**config.mk**
```make
export PLATFORM = sky130hd
export DESIGN_NAME = multicycle_control
export DESIGN_NICKNAME = d
export VERILOG_FILES = /design/src/rtl/control_pkg.sv /design/src/rtl/alu_decode.sv /design/src/rtl/multicycle_control.sv
export SDC_FILE = /design/constraint.sdc
export NUM_CORES = 1
export LEC_CHECK = 0
export ABC_AREA = 1
export CORE_MARGIN = 2
export CORE_UTILIZATION = 45
export CTS_CLUSTER_SIZE = 30
export DETAILED_ROUTE_END_ITERATION = 7
export MAX_ROUTING_LAYER = met4
export PLACE_DENSITY = 0.81
export SYNTH_ARGS = -nofsm -noshare
export SYNTH_HDL_FRONTEND = slang
export SYNTH_HIERARCHICAL = 1
export SYNTH_SLANG_ARGS = --single-unit
```
**constraint.sdc**
```tcl
create_clock -name clk -period 4 [get_ports clk]
set_clock_uncertainty 0.2 [all_clocks]
set_input_delay 1 -clock clk [delete_from_list [all_inputs] [get_ports clk]]
set_output_delay 1 -clock clk [all_outputs]
set_load 0.03 [all_outputs]
```
**src/rtl/control_pkg.sv**
```systemverilog
// rtl/control_pkg.sv - shared states, opcodes, ALU operations and encodings for the multicycle control unit
package control_pkg;

    typedef enum logic [2:0] {
        S_IDLE,
        S_FETCH,
        S_DECODE,
        S_EXEC,
        S_MEM,
        S_WB,
        S_ERROR
    } state_t;

    typedef enum logic [2:0] {
        CL_R,
        CL_IARITH,
        CL_LOAD,
        CL_STORE,
        CL_BRANCH
    } iclass_t;

    localparam logic [6:0] OPC_R      = 7'b0110011;
    localparam logic [6:0] OPC_IARITH = 7'b0010011;
    localparam logic [6:0] OPC_LOAD   = 7'b0000011;
    localparam logic [6:0] OPC_STORE  = 7'b0100011;
    localparam logic [6:0] OPC_BRANCH = 7'b1100011;

    localparam logic [3:0] ALU_ADD = 4'b0010;
    localparam logic [3:0] ALU_SUB = 4'b0110;
    localparam logic [3:0] ALU_AND = 4'b0000;
    localparam logic [3:0] ALU_OR  = 4'b0001;

    localparam logic [1:0] SRCB_RS2  = 2'b00;
    localparam logic [1:0] SRCB_FOUR = 2'b01;
    localparam logic [1:0] SRCB_IMM  = 2'b10;

    localparam logic [1:0] ERR_NONE    = 2'b00;
    localparam logic [1:0] ERR_ILLEGAL = 2'b01;
    localparam logic [1:0] ERR_TIMEOUT = 2'b10;

endpackage

```
**src/rtl/alu_decode.sv**
```systemverilog
// rtl/alu_decode.sv - combinational opcode/funct classifier producing ALU operation and illegal flag
module alu_decode
    import control_pkg::*;
#(
    parameter int EN_IARITH = 1
) (
    input  logic [6:0] opcode,
    input  logic [3:0] funct,
    output iclass_t    iclass,
    output logic [3:0] op,
    output logic       illegal
);

    always_comb begin
        iclass  = CL_R;
        op      = ALU_ADD;
        illegal = 1'b0;
        case (opcode)
            OPC_R: begin
                iclass = CL_R;
                case (funct)
                    4'b0000: op = ALU_ADD;
                    4'b1000: op = ALU_SUB;
                    4'b0111: op = ALU_AND;
                    4'b0110: op = ALU_OR;
                    default: illegal = 1'b1;
                endcase
            end
            OPC_IARITH: begin
                // funct[3] is an immediate bit for I-type, so only funct3 selects the op
                iclass  = CL_IARITH;
                illegal = (EN_IARITH == 0);
                case (funct[2:0])
                    3'b000:  op = ALU_ADD;
                    3'b111:  op = ALU_AND;
                    3'b110:  op = ALU_OR;
                    default: illegal = 1'b1;
                endcase
            end
            OPC_LOAD:   iclass = CL_LOAD;
            OPC_STORE:  iclass = CL_STORE;
            OPC_BRANCH: begin
                iclass = CL_BRANCH;
                op     = ALU_SUB;
            end
            default:    illegal = 1'b1;
        endcase
    end

endmodule

```
**src/rtl/multicycle_control.sv**
```systemverilog
// rtl/multicycle_control.sv - multi-cycle RISC-V control FSM with memory handshake, timeout and retire counter
module multicycle_control
    import control_pkg::*;
#(
    parameter int OP_W      = 4,
    parameter int CNT_W     = 16,
    parameter int TIMEOUT   = 15,
    parameter int EN_IARITH = 1
) (
    input  logic             clk,
    input  logic             rst_n,
    input  logic             run,
    input  logic [6:0]       Opcode,
    input  logic [3:0]       Funct,
    input  logic             Zero,
    input  logic             mem_ready,
    output logic             PCWrite,
    output logic             PCWriteCond,
    output logic             IRWrite,
    output logic             MemRead,
    output logic             MemWrite,
    output logic             MemtoReg,
    output logic             ALUSrcA,
    output logic [1:0]       ALUSrcB,
    output logic             RegWrite,
    output logic [OP_W-1:0]  Operation,
    output logic             busy,
    output logic             error,
    output logic [1:0]       err_code,
    output logic [CNT_W-1:0] retired
);

    localparam int WAIT_W = (TIMEOUT > 1) ? $clog2(TIMEOUT) : 1;
    localparam logic [WAIT_W-1:0] WAIT_LAST = WAIT_W'((TIMEOUT > 0) ? TIMEOUT - 1 : 0);

    state_t            state, nstate;
    iclass_t           cls_q, dec_cls;
    logic [3:0]        op_q, dec_op, alu_op;
    logic              dec_illegal;
    logic [WAIT_W-1:0] wait_cnt;
    logic              waiting, timed_out, complete;
    logic [1:0]        err_q, err_d;

    // Zero only gates PCWriteCond inside the datapath; the sequencing never needs it
    logic unused_zero;
    assign unused_zero = Zero;

    alu_decode #(.EN_IARITH(EN_IARITH)) u_alu_decode (
        .opcode  (Opcode),
        .funct   (Funct),
        .iclass  (dec_cls),
        .op      (dec_op),
        .illegal (dec_illegal)
    );

    assign waiting   = (state == S_FETCH) || (state == S_MEM);
    assign timed_out = (TIMEOUT != 0) && waiting && !mem_ready && (wait_cnt == WAIT_LAST);

    always_comb begin
        nstate      = state;
        err_d       = err_q;
        complete    = 1'b0;
        PCWrite     = 1'b0;
        PCWriteCond = 1'b0;
        IRWrite     = 1'b0;
        MemRead     = 1'b0;
        MemWrite    = 1'b0;
        MemtoReg    = 1'b0;
        ALUSrcA     = 1'b0;
        ALUSrcB     = SRCB_RS2;
        RegWrite    = 1'b0;
        alu_op      = ALU_ADD;
        case (state)
            S_IDLE: if (run) nstate = S_FETCH;
            S_FETCH: begin
                MemRead = 1'b1;
                ALUSrcB = SRCB_FOUR;
                if (mem_ready) begin
                    IRWrite = 1'b1;
                    PCWrite = 1'b1;
                    nstate  = S_DECODE;
                end else if (timed_out) begin
                    nstate = S_ERROR;
                    err_d  = ERR_TIMEOUT;
                end
            end
            S_DECODE: begin
                if (dec_illegal) begin
                    nstate = S_ERROR;
                    err_d  = ERR_ILLEGAL;
                end else begin
                    nstate = S_EXEC;
                end
            end
            S_EXEC: begin
                ALUSrcA = 1'b1;
                case (cls_q)
                    CL_R: begin
                        alu_op = op_q;
                        nstate = S_WB;
                    end
                    CL_IARITH: begin
                        ALUSrcB = SRCB_IMM;
                        alu_op  = op_q;
                        nstate  = S_WB;
                    end
                    CL_LOAD, CL_STORE: begin
                        ALUSrcB = SRCB_IMM;
                        nstate  = S_MEM;
                    end
                    default: begin
                        alu_op      = ALU_SUB;
                        PCWriteCond = 1'b1;
                        complete    = 1'b1;
                    end
                endcase
            end
            S_MEM: begin
                MemWrite = (cls_q == CL_STORE);
                MemRead  = (cls_q != CL_STORE);
                if (mem_ready) begin
                    if (cls_q == CL_STORE) complete = 1'b1;
                    else                   nstate   = S_WB;
                end else if (timed_out) begin
                    nstate = S_ERROR;
                    err_d  = ERR_TIMEOUT;
                end
            end
            S_WB: begin
                RegWrite = 1'b1;
                MemtoReg = (cls_q == CL_LOAD);
                complete = 1'b1;
            end
            S_ERROR: ;
            default: nstate = S_IDLE;
        endcase
        if (complete) nstate = run ? S_FETCH : S_IDLE;
    end

    assign Operation = OP_W'(alu_op);
    assign busy      = (state != S_IDLE) && (state != S_ERROR);
    assign error     = (state == S_ERROR);
    assign err_code  = err_q;

    always_ff @(posedge clk or negedge rst_n) begin
        if (!rst_n) begin
            state    <= S_IDLE;
            cls_q    <= CL_R;
            op_q     <= ALU_ADD;
            wait_cnt <= '0;
            retired  <= '0;
            err_q    <= ERR_NONE;
        end else begin
            state <= nstate;
            err_q <= err_d;
            if (state == S_DECODE) begin
                cls_q <= dec_cls;
                op_q  <= dec_op;
            end
            if (complete) retired <= retired + CNT_W'(1);
            if (nstate != state)            wait_cnt <= '0;
            else if (waiting && !mem_ready) wait_cnt <= wait_cnt + WAIT_W'(1);
        end
    end

endmodule

```
* After elaboration in Yosys (flattened, before gate mapping)
Index checks and enable logic that the tools add are counted.
** Cells by class
- Multiplexer cells :: 39
- Bitwise gates (word level) :: 0
- Shift operators :: 0
- Divide/modulo/power cells :: 0
- Equality and inequality tests :: 26
- Reductions and logical operators :: 22
- $lt $le $gt $ge :: 0
- Add/sub/neg operators :: 2
- Multipliers :: 0
** Operator list (number)
- 2-to-1 mux 3 bit :: 7
- case mux 3 bit (6 select lines) :: 1
- adder 16 x 1 -> 16 bit (second input constant) :: 1
- == test 3 bit (second input constant) :: 5
- == test 7 x 6 -> 1 bit (second input constant) :: 2
- 2-to-1 mux 1 bit :: 13
- == test 3 x 2 -> 1 bit (second input constant) :: 4
- 2-to-1 mux 4 bit :: 3
- case mux 2 bit (2 select lines) :: 3
- case mux 3 bit (4 select lines) :: 1
- case mux 4 bit (3 select lines) :: 1
- zero test 3 bit :: 3
- case mux 3 bit (3 select lines) :: 1
- OR reduction 3 bit :: 3
- == test 4 x 3 -> 1 bit (second input constant) :: 2
- == test 4 bit (second input constant) :: 2
- 2-to-1 mux 2 bit :: 4
- case mux 4 bit (2 select lines) :: 1
- OR reduction 2 bit :: 4
- OR reduction 4 bit :: 2
- == test 7 x 2 -> 1 bit (second input constant) :: 1
- == test 7 x 5 -> 1 bit (second input constant) :: 1
- == test 7 bit (second input constant) :: 1
- == test 3 x 1 -> 1 bit (second input constant) :: 2
- 16 further kinds :: 21
** Word-level totals
- Word-level logic and storage cells :: 95
- Bits in latches :: 0
- Output and inout port bits :: 34
- Memories kept :: 0
- Bits in writable memories :: 0
- Memory bits (read-only) :: 0
- Bits in registers :: 32
- Input bits :: 16

* Depth between registers and ports, before layout
Gate-level depths: netlist of the first run.
- Depth in word-level cells :: 10
- Mapped depth :: 16
- Gate-level depth less buffers :: 16

* Cells and area by module
The synthesis of the first run kept the hierarchy.
** By module, submodules not included
- multicycle_control :: times used 1, area an instance 1886.8 sq um, cells each 235
- alu_decode :: times used 1, area an instance 245.2 sq um, cells each 48

* Worst setup path before layout of the first run
OpenSTA, ideal clock, no wires.
- Path type :: in2out
- From :: in mem_ready
- To :: out PCWrite
- Slack :: 1035 ps
- Arrival :: 1765 ps
- Path buffers :: 1
- Stages :: 3
- Path through :: inv_1 > nor2_1 > buf_4
** On the way
- Word-level cells in the longest chain between the ends :: 2
** RTL lines
- start: declaration :: line multicycle_control.sv:16 : input logic mem_ready,
- 2-to-1 mux 1 bit (2 in series)
- end: declaration :: line multicycle_control.sv:17 : output logic PCWrite,
No other way between the ends.

* Final worst setup path of the first run
- From :: in mem_ready
- To :: out PCWrite
** On the way
- Word-level cells in the longest chain between the ends :: 2
** RTL lines
- 2-to-1 mux 1 bit :: line multicycle_control.sv:78 : if (mem_ready) begin
- 2-to-1 mux 1 bit :: line multicycle_control.sv:73 : case (state)
No other way between the ends.

==> implementation parameters, run 1 <==
Parameter                              Value

Run status
  Run status ... completed

Power and ir drop
  Part of the power in the clock network ... 16.2%
  Areal power density over the cells ... 559.3 mW/mm²
  Switching power of the nets ... 722.4 µW
  Part of the total power dissipated in combinational logic ... 51.3%
  Sequential power share ... 32.5%
  Cell Int Power ... 812.9 µW
  Leakage ... 0.001401 µW
  Peak supply drop ... 0.2145 mV
  Switching Share ... 47.05%

Die
  Number of top-level pins ... 50
  Placeable core region ... 0.004629 mm²
  Effective utilization at floorplan ... 46.05%
  Full die area ... 0.005304 mm²
  Die Wd ... 72.83 µm
  Number of placement rows ... 25
  Die H ... 72.83 µm

Synth
  Unique masters post-synth ... 31
  Net Count, Synth ... 302
  Synth top area cells ... sky130_fd_sc_hd__dfrtp_1, sky130_fd_sc_hd__nand2_1, sky130_fd_sc_hd__inv_1
  Synth area leader ... sky130_fd_sc_hd__dfrtp_1
  Dominant synthesized flop cell ... sky130_fd_sc_hd__dfrtp_1
  Synth warnings ... 6
  Flops & latches, synth ... 32
  Share of the synthesized area in the top cell type ... 36.38%
  Top cell types by occurrence after synthesis ... sky130_fd_sc_hd__nand2_1, sky130_fd_sc_hd__inv_1, sky130_fd_sc_hd__dfrtp_1, sky130_fd_sc_hd__nor2_1, sky130_fd_sc_hd__nand3_1
  Count of flip-flops with a built-in enable after synthesis ... 0
  Synth Instances ... 283
  Mapped cell area ... 0.002132 mm²
  Synth Area per Inst ... 7.534 µm²
  Ys async rst share ... 100.0%
  Dominant cell by count in the synthesized netlist ... sky130_fd_sc_hd__nand2_1
  Register area share after synthesis ... 37.62%

Clocking
  Worst-path clk slew ... 0.07 ns
  Number of buffers inserted during clock tree synthesis ... 5
  Number of hold-repair buffers added at the cts stage ... 0
  Number of levels the H-tree was split into ... 2
  Post-CTS Setup Bufs ... 0
  Root buf cell ... sky130_fd_sc_hd__clkbuf_8
  Clock sink count ... 32
  Clock tree buffer depth ... 2
  Insertion delay to the later sink of the worst-skew pair ... 0.29 ns
  Clock tree from TritonCTS ... built
  Count of instances resized after the clock tree is built ... 0

Route
  Vias after detailed routing ... 1,846
  Wire length on met3 ... 160 µm
  Starting DRT DRC Count ... 104
  Post-detailed-route wirelength per cell ... 11.24 µm
  Routed met1 length ... 2.029 mm
  Final Routed Wirelength ... 4.382 mm
  Post-detailed-route count of antenna-violating nets ... 0
  DR vias/cell ... 4.733
  Met2 wire length ... 2.138 mm
  Remaining design rule violation count ... 0
  Highest routing layer actually used ... met4
  Router iterations before antenna repair ... 4

Finish
  Final nets ... 354
  Fraction of final layout cells with drive strength greater than 1 ... 13.10%
  Final std cell area, no fill ... 0.002745 mm²
  Antenna diode instance count ... 0
  Layout overhead on the synthesized area ... 28.76%

Critical path
  Setup CP Type ... input pin to output port
  Arrival time of data at the critical path endpoint ... 2.48 ns
  Type of element launching the critical path ... input pin
  Kind of capture point of the worst setup path ... output port
  CP max FO ... 5
  Required time of the critical path ... 2.80 ns

Global route
  Vias in the first global route ... 1,740
  Largest net degree at the start of global routing ... 33
  Global-route wire length before repair ... 7.638 mm
  GR Overflow Total ... 0
  Initial antenna violation count ... 0
  Overall Global Routing Usage ... 19.19%

Timing
  Setup repair after global routing missed its margin ... no
  Post-route fraction of the period consumed by the critical path ... 91.89%
  Maximum clock frequency ... 0.2721 GHz
  Worst-margin pin slew ... 0.6923 ns
  Crit path time final ... 3.676 ns
  Final-report setup violation count ... 0
  Number of failing hold endpoints at the final stage ... 0
  Max-slew violation count ... 0
  Worst slew margin ... 53.68%
  Setup TNS ... 0 ns

Hold path
  Worst Hold Class ... flip-flop to flip-flop

Run
  Number of maximum-capacitance violations ... 0

Placement
  Number of buffer cells added on primary ports ... 48
  Final estimated routing congestion in global placement ... 0.8894
  Placed wire-length estimate ... 3.440 mm
  Dpl cell area ... 0.002658 mm²
[area by class of cell]
cell class / count / area [µm²]
clock buffer: 5 / 68.82
clock inverter: 3 / 18.77
fill: 419 / 1884
inverter: 46 / 172.7
multi-input combinational: 201 / 1127
sequential: 32 / 802.0
tap: 54 / 67.56
timing repair buffer: 49 / 488.0
[metrics by stage]
stage          hold slack (ns)  setup slack (ns)  power (µW)  util, %  std cells
2_1_floorplan           0.2399             1.035        1044        -        283
3_3_place_gp            0.2499            0.3384        1278    57.41        382
6_report                0.2593            0.3244        1535    59.30        390
4_1_cts                 0.2624            0.3131        1549    59.30        390
3_5_place_dp            0.2562            0.3132        1296    57.41        382
5_1_grt                 0.2956            0.2309        1656    59.30        390
[metal layers]
metal  up-vias  global-route usage, %
met5         -                      -
met4         0                  7.407
li1        979                      -
met3         6                  4.006
met1       821                  23.56
met2        40                  31.01
[placed cells by master, fill, tap and decap left out, drive strengths merged, types with 7 or more instances in the layout]
master | netlist | routed
inv | 46 | 46
nor3 | 9 | 9
nand2 | 89 | 89
clkdlybuf4s50 | 0 | 48
o21ai | 11 | 11
nand4 | 7 | 7
nor2 | 35 | 35
dfrtp | 31 | 31
nand3 | 21 | 21
xor2 | 11 | 11
[registers in the layout, indices dropped and copies added (netlist names)]
signal,count
wait_cnt,4
cls_q,3
state,3
err_code,2
op_q,4
retired,16
[worst max-delay path, cell delays in order]
cell and delay, ns:
sky130_fd_sc_hd__clkdlybuf4s50_1 0.54, sky130_fd_sc_hd__inv_1 0.10, sky130_fd_sc_hd__nor2_1 0.14, sky130_fd_sc_hd__clkdlybuf4s50_1 0.69
[worst paths after layout]
kind / start / endpoint / slack [ns] / cells after the start
min: op_q[1]$_DFFE_PN1N_ / op_q[1]$_DFFE_PN1N_ / 0.26 / 2
min in group asynchronous: rst_n / retired[15]$_DFFE_PN0P_ / 0.91 / 2
max: mem_ready / PCWrite / 0.32 / 4
min reg2reg: op_q[1]$_DFFE_PN1N_ / op_q[1]$_DFFE_PN1N_ / 0.26 / 2
max reg2reg: state[0]$_DFF_PN0_ / wait_cnt[1]$_DFFE_PN0P_ / 1.68 / 12
max in group asynchronous: rst_n / op_q[1]$_DFFE_PN1N_ / 2.37 / 2
[power groups by stage]
stage	combinational, µW	sequential [µW]	clock [µW]
after floorplan	500	544	0
after global placement	774	504	0
after detailed placement	792	504	0
final	788	499	248
after CTS	795	497	257
after global routing	872	513	270
[kinds of logic after synthesis]
logic type / count (synthesis) / share of synthesized area, %
other: 1 / 0.1759
AND/OR/NAND/NOR: 163 / 39.96
XOR/XNOR: 15 / 6.162
flip-flops: 32 / 37.62
adder cells (fa/ha/maj): 3 / 1.761
buffers and inverters: 50 / 9.506
AO/OA/AOI/OAI: 19 / 4.813
(Power assumes the default switching activity.)
==> run 2: changes to the inputs <==
- CORE_MARGIN: 2 -> 10
- DONT_BUFFER_PORTS: unset -> 1
- PLACE_DENSITY: 0.81 -> unset
==> run 2 against run 1 <==
First-iteration DRC count is 30% lower. Combinational power is 30% lower. Core utilization is 8.1 points lower. Critical endpoint is now Operation[0]. Largest cell class unchanged. Largest power group is now sequential cells.
==> implementation parameters, run 2 (synthesized netlist as in run 1, its figures left out) <==
Parameter                              Value

Finish
  Most frequent cells in the layout ... sky130_fd_sc_hd__nand2_1, sky130_fd_sc_hd__inv_1, sky130_fd_sc_hd__dfrtp_1
  Antenna diode instance count ... 0 (unchanged)
  Final nets ... 307 (-13%)
  Fraction of final layout cells with drive strength greater than 1 ... 15.22% (+2.1 points)
  Largest register by flop count ... retired
  Leading cell type in the layout, fill and taps excluded ... sky130_fd_sc_hd__nand2_1
  Flip-flop count of the largest register after layout ... 16 (unchanged)
  Registers with the most flip-flops ... retired: 16 flops, op_q: 4 flops, wait_cnt: 4 flops
  Layout overhead on the synthesized area ... 7.395%

Clocking
  Number of hold-repair buffers added at the cts stage ... 0 (unchanged)
  Count of instances resized after the clock tree is built ... 0 (unchanged)
  Worst-path clk slew ... 0.07 ns (about the same)
  Number of levels the H-tree was split into ... 2 (unchanged)
  Post-CTS Setup Bufs ... 0 (unchanged)
  Clock tree from TritonCTS ... built
  Number of buffers inserted during clock tree synthesis ... 5 (unchanged)
  Clock tree buffer depth ... 2 (unchanged)
  Root buf cell ... sky130_fd_sc_hd__clkbuf_8
  Insertion delay to the later sink of the worst-skew pair ... 0.27 ns (-0.02 ns)
  Clock sink count ... 32 (unchanged)

Critical path
  Kind of capture point of the worst setup path ... output port
  Setup CP Type ... flip-flop to output port
  Worst path cell trace ... nor2_4, nand2_1, nor2_1, inv_1, nor2_1
  CP max FO ... 9 (+4)
  Critical path buffer and inverter count ... 1 (-2)
  Arrival time of data at the critical path endpoint ... 1.97 ns (-0.51 ns)
  Slowest stage delay, CP ... 0.53 ns (-0.16 ns)
  Most Frequent Cell on Critical Path ... sky130_fd_sc_hd__nor2_1
  Required time of the critical path ... 2.80 ns (about the same)
  Type of element launching the critical path ... flip-flop
  CP max-delay cell ... sky130_fd_sc_hd__dfrtp_1
  Top delay family on crit path ... simple AND/OR/NAND/NOR gates

Die
  Number of placement rows ... 24 (-4.0%)
  Number of top-level pins ... 50 (unchanged)
  Die Wd ... 88.83 µm (+22%)
  Placeable core region ... 0.004474 mm² (-3.4%)
  Full die area ... 0.007891 mm² (+49%)
  Effective utilization at floorplan ... 47.65% (+1.6 points)
  Die H ... 88.83 µm (+22%)

Route
  Post-detailed-route count of antenna-violating nets ... 0 (unchanged)
  Remaining design rule violation count ... 0 (unchanged)
  Post-detailed-route wirelength per cell ... 12.99 µm (+16%)
  DR vias/cell ... 5.023 (+6.1%)
  Vias after detailed routing ... 1,713 (-7.2%)
  Starting DRT DRC Count ... 73 (-30%)
  Final Routed Wirelength ... 4.430 mm (+1.1%)
  Router iterations before antenna repair ... 4 (unchanged)

Global route
  Vias in the first global route ... 1,671 (-4.0%)
  GR Overflow Total ... 0 (unchanged)
  Overall Global Routing Usage ... 12.32% (-6.9 points)
  Initial antenna violation count ... 0 (unchanged)
  Largest net degree at the start of global routing ... 33 (unchanged)
  Global-route wire length before repair ... 7.596 mm (-0.55%)

Placement
  Placed wire-length estimate ... 3.662 mm (+6.5%)
  Final estimated routing congestion in global placement ... 0.8706 (-2.1%)
  Worst slack, placed ... 1.086 ns (+0.7727 ns)
  Number of buffer cells added on primary ports ... 0 (-100%)

Power and ir drop
  Switching power of the nets ... 675.1 µW (-6.5%)
  Sum of internal, switching and leakage power ... 1429 µW (-6.9%)
  Peak supply drop ... 0.2104 mV (-1.9%)
  Areal power density over the cells ... 624.2 mW/mm² (+12%)
  Cell Int Power ... 754.1 µW (-7.2%)
  Leakage ... 0.001237 µW (-12%)
  Part of the total power dissipated in combinational logic ... 38.7% (-13 points)
  Sequential power share ... 40.5% (+8.0 points)
  Part of the power in the clock network ... 20.8% (+4.6 points)
  Switching Share ... 47.24% (+0.19 points)

Timing
  Post-route fraction of the period consumed by the critical path ... 79.31% (-13 points)
  Number of failing hold endpoints at the final stage ... 0 (unchanged)
  Setup TNS ... 0 ns (unchanged)
  Maximum clock frequency ... 0.3152 GHz (+16%)
  Slack of the critical path ... 0.8277 ns (+0.5033 ns)
  Worst-margin pin slew ... 0.9220 ns (+0.2298 ns)
  Crit path time final ... 3.172 ns (-0.5033 ns)
  Worst slew margin ... 38.06% (-16 points)
  Final-report setup violation count ... 0 (unchanged)
  Setup repair after global routing missed its margin ... no
  Max-slew violation count ... 0 (unchanged)

Run status
  Run status ... completed

Run
  Number of maximum-capacitance violations ... 0 (unchanged)

Hold path
  Worst Hold Class ... input pin to async pin
[run 2: cell count changes in the layout (fill, tap and decap cells not counted), sizes merged]
cell	previous run	this run
buf	1	2
bufinv	0	1
clkbuf	5	6
clkdlybuf4s50	48	0
clkinv	3	1
[run 2: final timing paths]
kind                       slack [ns]                      end  cells after the start           startpoint
max                              0.83             Operation[0]                      5   state[2]$_DFF_PN0_
min                              0.21   retired[7]$_DFFE_PN0P_                      0                rst_n
max reg2reg                      1.62  retired[11]$_DFFE_PN0P_                      9   state[2]$_DFF_PN0_
min reg2reg                      0.26      op_q[1]$_DFFE_PN1N_                      2  op_q[1]$_DFFE_PN1N_
max in group asynchronous        3.21      op_q[1]$_DFFE_PN1N_                      0                rst_n
min in group clk                 0.26      op_q[1]$_DFFE_PN1N_                      2  op_q[1]$_DFFE_PN1N_
[run 2: routing by layer]
metal	up-vias	routed length (µm)	share of wire (%)	track usage, %
li1	889	-	-	-
met1	787	1984	45	14.39
met2	33	2142	48	19.88
met3	4	245	5.5	3.309
met4	0	57	1.3	4.405
met5	-	0	0	-
[run 2: power groups by stage]
| stage | sequential (µW) | clock, µW | combinational, µW |
|---|---|---|---|
| after floorplan | 544 | 0 | 500 |
| after global placement | 587 | 0 | 556 |
| after detailed placement | 587 | 0 | 564 |
| after CTS | 582 | 306 | 565 |
| after global routing | 594 | 322 | 636 |
| final | 579 | 297 | 554 |
[run 2: layout make-up]
type | instances | area [µm²]
Clock buffer | 6 | 72.57
Clock inverter | 2 | 35.03
Fill cell | 434 | 2185
Inverter | 46 | 172.7
Multi-Input combinational cell | 201 | 1127
Sequential cell | 32 | 802.0
Tap cell | 52 | 65.06
Timing Repair Buffer | 2 | 15.01
[run 2: metrics by stage]
| stage | area, µm² | util, % | hold WS (ns) | instances |
|---|---|---|---|---|
| floorplan | 2132 | - | 0.2399 | 283 |
| global placement | 2182 | 48.77 | 0.2522 | 333 |
| detailed placement | 2182 | 48.77 | 0.2614 | 333 |
| CTS | 2290 | 51.17 | 0.2031 | 341 |
| global route | 2290 | 51.17 | 0.1920 | 341 |
| finish | 2290 | 51.17 | 0.2126 | 341 |
